$ cat src/rtl/cache_set_ctrl.sv
// Single-set, WAYS-way associative cache controller with true-LRU replacement.
// Serves one lookup at a time; misses fetch a line from memory and fill a victim way.
module cache_set_ctrl #(
  parameter int WAYS   = 8,
  parameter int TAG_W  = 20,
  parameter int LINE_W = 128
) (
  input  logic              clk,
  input  logic              rst,
  input  logic              req_valid,
  output logic              req_ready,
  input  logic [TAG_W-1:0]  req_tag,
  input  logic              req_we,
  input  logic [LINE_W-1:0] req_wdata,
  output logic              rsp_valid,
  output logic              rsp_hit,
  output logic [LINE_W-1:0] rsp_data,
  output logic              mem_req_valid,
  input  logic              mem_req_ready,
  output logic [TAG_W-1:0]  mem_req_tag,
  input  logic              mem_fill_valid,
  input  logic [LINE_W-1:0] mem_fill_data
);

  localparam int AW = $clog2(WAYS);

  typedef enum logic [2:0] {
    IDLE,
    LOOKUP,
    MISS_REQ,
    MISS_WAIT,
    RESP
  } state_t;

  state_t state_q, state_d;

  logic [TAG_W-1:0]  tag_q;
  logic              we_q;
  logic [LINE_W-1:0] wdata_q;

  logic [WAYS-1:0]   way_valid;
  logic [TAG_W-1:0]  way_tag  [WAYS];
  logic [LINE_W-1:0] way_line [WAYS];
  logic [AW-1:0]     way_age  [WAYS];

  logic [AW-1:0]     victim_q, victim_d, hit_idx, acc_way;
  logic              hit, accept, lookup_hit, fill_take, hit_q;
  logic [LINE_W-1:0] data_q, new_line;

  assign accept     = req_valid & req_ready;
  assign lookup_hit = (state_q == LOOKUP) && hit;
  assign fill_take  = (state_q == MISS_WAIT) && mem_fill_valid;
  assign acc_way    = (state_q == LOOKUP) ? hit_idx : victim_q;

  always_comb begin
    hit     = 1'b0;
    hit_idx = '0;
    for (int i = WAYS - 1; i >= 0; i--) begin
      if (way_valid[i] && (way_tag[i] == tag_q)) begin
        hit     = 1'b1;
        hit_idx = AW'(i);
      end
    end
  end

  // Oldest way is the fallback; any invalid way overrides it, lowest index winning.
  always_comb begin
    victim_d = '0;
    for (int i = WAYS - 1; i >= 0; i--) begin
      if (way_age[i] == AW'(WAYS - 1)) victim_d = AW'(i);
    end
    for (int i = WAYS - 1; i >= 0; i--) begin
      if (!way_valid[i]) victim_d = AW'(i);
    end
  end

  always_comb begin
    new_line = way_line[acc_way];
    if (we_q)                         new_line = wdata_q;
    else if (state_q == MISS_WAIT)    new_line = mem_fill_data;
  end

  always_comb begin
    state_d = state_q;
    case (state_q)
      IDLE:      if (accept) state_d = LOOKUP;
      LOOKUP:    state_d = hit ? RESP : MISS_REQ;
      MISS_REQ:  if (mem_req_ready) state_d = MISS_WAIT;
      MISS_WAIT: if (mem_fill_valid) state_d = RESP;
      RESP:      state_d = IDLE;
      default:   state_d = IDLE;
    endcase
  end

  // Control state, valid bits and LRU ages; ages stay a permutation of 0..WAYS-1.
  always_ff @(posedge clk or posedge rst) begin
    if (rst) begin
      state_q   <= IDLE;
      way_valid <= '0;
      hit_q     <= 1'b0;
      data_q    <= '0;
      for (int i = 0; i < WAYS; i++) way_age[i] <= AW'(i);
    end else begin
      state_q <= state_d;
      if (lookup_hit || fill_take) begin
        hit_q  <= lookup_hit;
        data_q <= new_line;
        for (int i = 0; i < WAYS; i++) begin
          if (way_age[i] < way_age[acc_way]) way_age[i] <= way_age[i] + AW'(1);
        end
        way_age[acc_way] <= '0;
      end
      if (fill_take) way_valid[acc_way] <= 1'b1;
    end
  end

  // Tag/line storage and request registers are qualified by valid bits, so no reset.
  always_ff @(posedge clk) begin
    if (accept) begin
      tag_q   <= req_tag;
      we_q    <= req_we;
      wdata_q <= req_wdata;
    end
    if (state_q == LOOKUP) victim_q <= victim_d;
    if ((lookup_hit && we_q) || fill_take) way_line[acc_way] <= new_line;
    if (fill_take) way_tag[acc_way] <= tag_q;
  end

  assign req_ready     = (state_q == IDLE) && !rst;
  assign rsp_valid     = (state_q == RESP);
  assign rsp_hit       = rsp_valid & hit_q;
  assign rsp_data      = rsp_valid ? data_q : '0;
  assign mem_req_valid = (state_q == MISS_REQ);
  assign mem_req_tag   = mem_req_valid ? tag_q : '0;

endmodule

$ cat config.mk
export PLATFORM = sky130hd
export DESIGN_NAME = cache_set_ctrl
export DESIGN_NICKNAME = d
export VERILOG_FILES = /design/src/rtl/cache_set_ctrl.sv
export SDC_FILE = /design/constraint.sdc
export NUM_CORES = 2
export LEC_CHECK = 0
export BUFFER_PORTS_ARGS = -buffer_cell sky130_fd_sc_hd__buf_2
export CORE_MARGIN = 2
export CORE_UTILIZATION = 60
export DETAILED_ROUTE_END_ITERATION = 7
export PLACE_DENSITY = 0.79
export SLEW_MARGIN = 20
export SYNTH_ARGS = -nofsm -noshare
export SYNTH_HDL_FRONTEND = slang
export SYNTH_SLANG_ARGS = --single-unit
export TNS_END_PERCENT = 10
$ cat constraint.sdc
create_clock -name clk -period 11.3 [get_ports clk]
set_input_delay 0.565 -clock clk [delete_from_list [all_inputs] [get_ports clk]]
set_output_delay 0.565 -clock clk [all_outputs]
set_load 0.02 [all_outputs]
==> impl_results.md <==
- Setup Skew: 35.9 ps
- Relative slew margins: 20.7%
- Number of distinct library cells after synthesis: 79
- Critical Path Fanout Max: 137
- Status: finished, violations left
- Yosys Warn Count: 0
- Fmax achieved: 148 MHz
- Worst Path Buf+Inv: 2
- Die span in x: 321 µm
- Final wirelength: 168000 µm
- Max H-tree Level: 4
- CTS Buffer Depth: 3
- Final Power: 17.9 mW
- CP peak stage delay: 860 ps
- CTS tree: yes
- Delay-heaviest family, CP: simple AND/OR/NAND/NOR gates
- Post-DP HPWL: 91600 µm
- Critical-path cell list: xor2_1, nor4_1, nand3_1, nor4_1, a21boi_0, a21oi_4, buf_12, buf_4, nand2_1, o221ai_1, nor3_1, o21ai_1, ha_1, o21ai_1, nor2_1, nor4_1, mux2_2
- RSZ-0062 raised after global routing: false
- Fin nets: 4934
- Synthesis-stage register bit count: 1500
- Synth Instances: 4096
- Largest net degree at the start of global routing: 138
- Tmin final: 6770 ps
- Final hold vios: 0
- Port bufs: 433
- Most common cell on crit path: nor4_1
- Most frequent cells in the layout: 1336 x edfxtp_1, 443 x nand2_1, 433 x buf_2
- Critical Path RT: 12000 ps
- Worst EP arrival: 7470 ps
- Prevailing post-synth register cell: edfxtp_1
- Critical Path Sink Type: flop
- CTS clk-pin slew, worst paths: 60 ps
- Synth Area per Inst: 14.7 µm²
- Post-synth ARST share: 10.9%
- Total track usage: 32.4%
- Final worst slack: 4530 ps
- Root buffer cell: clkbuf_16
- Total congestion overflow: 0
- Final Cell Area: 0.0703 mm²
- Share of layout cells above drive strength 1: 19.6%
- Die height: 321 µm
- Post-synth EDFFs: 1336
- Worst setup path class: reg2reg
- Commonest non-fill, non-tap cell in the layout: edfxtp_1
- Sequential area share after synthesis: 73.2%
- Setup crit start kind: flop
- Vias per cell: 6.54
- TritonCTS Buffers: 149
- Vias in the first global route: 39308
- Setup TNS: 0 ps
- WL/cell: 27.8 µm
- Final period util: 59.9%
- Syn Nets: 4402
- # setup viols final: 0
- Power density cells: 255 mW/mm²
- Full die area: 0.103 mm²
- GPL Wtd Cong: 0.944
- Area after DPL: 0.0639 mm²
- Failing checks: design-rule violations
- First-pass GRT wire length: 247000 µm
- Initial core utilization: 60.4%
- Detailed Routing Iterations Pass 1: 8
- Synth-to-Final Area Change: 16.3%
- Crit path max-delay cell type: edfxtp_1
- Mapped Area: 0.0604 mm²
- Clock Sinks: 1500
- Fin. max-slew vios: 0
- Max-cap viol count: 0
- P_leak: 25.0 nW
- # rows: 116
- Clock Latency Late Sink: 770 ps
- Worst Hold Class: in2reg
- Starting DRT DRC Count: 5967
- DRC viols: 7
- Post-route ant nets: 0
- Initial antenna violation count: 1
- Setup WS pre-CTS: 4580 ps
- Maximum VDD drop: 0.000182 V
- Fin cells: 6048
- Vias post-DR: 39546
- Dpl cells: 5627
- Ports: 434
- Core area: 0.100 mm²
- Worst slew pin tran: 1180 ps
synthesized netlist by cell type, types with 15 or more instances:
cell type | n | area [µm²]
a211oi_1 | 25 | 188
a21oi_1 | 183 | 916
a221o_1 | 22 | 220
a221oi_1 | 105 | 920
a222oi_1 | 68 | 681
a22o_1 | 20 | 175
a22oi_1 | 54 | 405
a311oi_1 | 15 | 131
and2_1 | 153 | 957
buf_1 | 22 | 82.6
buf_2 | 41 | 205
clkbuf_1 | 197 | 739
dfrtp_1 | 152 | 3800
edfxtp_1 | 1336 | 40100
ha_1 | 24 | 300
mux2_2 | 141 | 1590
mux2i_1 | 120 | 1200
nand2_1 | 443 | 1660
nand3_1 | 19 | 95.1
nand4_1 | 40 | 250
nor2_1 | 223 | 837
nor2b_1 | 16 | 100
nor3_1 | 47 | 235
nor4_1 | 31 | 194
o21ai_0 | 221 | 1110
o31ai_1 | 21 | 158
xnor2_1 | 108 | 946
xor2_1 | 56 | 490
logic make-up after synthesis:
group	count (synthesis)	share of synthesized area, %
buffers and inverters	277	1.84
AOI/OAI and AO/OA	831	9.47
muxes	261	4.62
xor gates and xnor gates	164	2.38
and+or+nand+nor	1039	7.98
DFF	1500	73.2
adders and majority gates	24	0.497
layout make-up:
cell class	count	area, µm²
repair buffers	646	4250
multi-input cells	2319	15300
inverters	12	57.6
well taps	1298	1620
clock buffers	193	4050
clock inverters	79	788
fillers	6265	29700
flip-flops and latches	1500	44200
diodes	1	2.50
registers in the layout (all words and copies together), names as in the netlist:
signal	cells
data_q	128
hit_q	1
state_q	3
tag_q	20
victim_q	3
way_age	24
way_line	1024
way_tag	160
way_valid	8
wdata_q	128
we_q	1
final timing paths:
| check | slack (ps) | depth (start not counted) | start | endpoint |
|---|---|---|---|---|
| max | 4530 | 17 | tag_q[17]$_DFFE_PP_ | way_age[6]$_DFFE_PP1P_ |
| min | 30 | 1 | req_tag[9] | tag_q[9]$_DFFE_PP_ |
| max reg2reg | 4530 | 17 | tag_q[17]$_DFFE_PP_ | way_age[6]$_DFFE_PP1P_ |
| min in group asynchronous | 40 | 2 | rst | data_q[121]$_DFFE_PP0P_ |
| min reg2reg | 460 | 2 | data_q[11]$_DFFE_PP0P_ | data_q[11]$_DFFE_PP0P_ |
| max in group asynchronous | 9770 | 3 | rst | data_q[60]$_DFFE_PP0P_ |
worst register-to-register path, delay by kind of cell, from the launching register on:
family,cells,cell delay (ps)
fa+ha+maj,1,380
buf+inv,2,1400
flops,1,860
compound gates,5,1510
simple gates,7,2160
mux,1,260
xor+xnor,1,160
power breakdown:
part	internal (mW)	switching [mW]
clock	2.84	2.10
combinational	1.63	3.77
sequential	7.21	0.353
total	11.7	6.22
per-layer routing:
metal	up-vias	share of wire, %	track usage (%)
met5	-	0	0
met4	0	4.6	14.9
met3	471	11	6.43
met2	2757	47	51.1
met1	19564	37	44.0
li1	16754	-	-
metrics by stage:
step / hold slack, ps / utilization, %
floorplan: 430 / -
detailed placement: 449 / 63.9
finish: 28.9 / 70.3
global route: 22.7 / 70.3
global placement: 444 / 63.9
CTS: 5.08 / 70.2
what timing repair did:
item / in CTS / in global routing
hold buffers: 145 / 0
setup buffers: 0 / 0
endpoints found under the hold margin: 145 / 0
gates resized for setup: 0 / 0
Note: power is estimated with default switching activity, not from simulation.
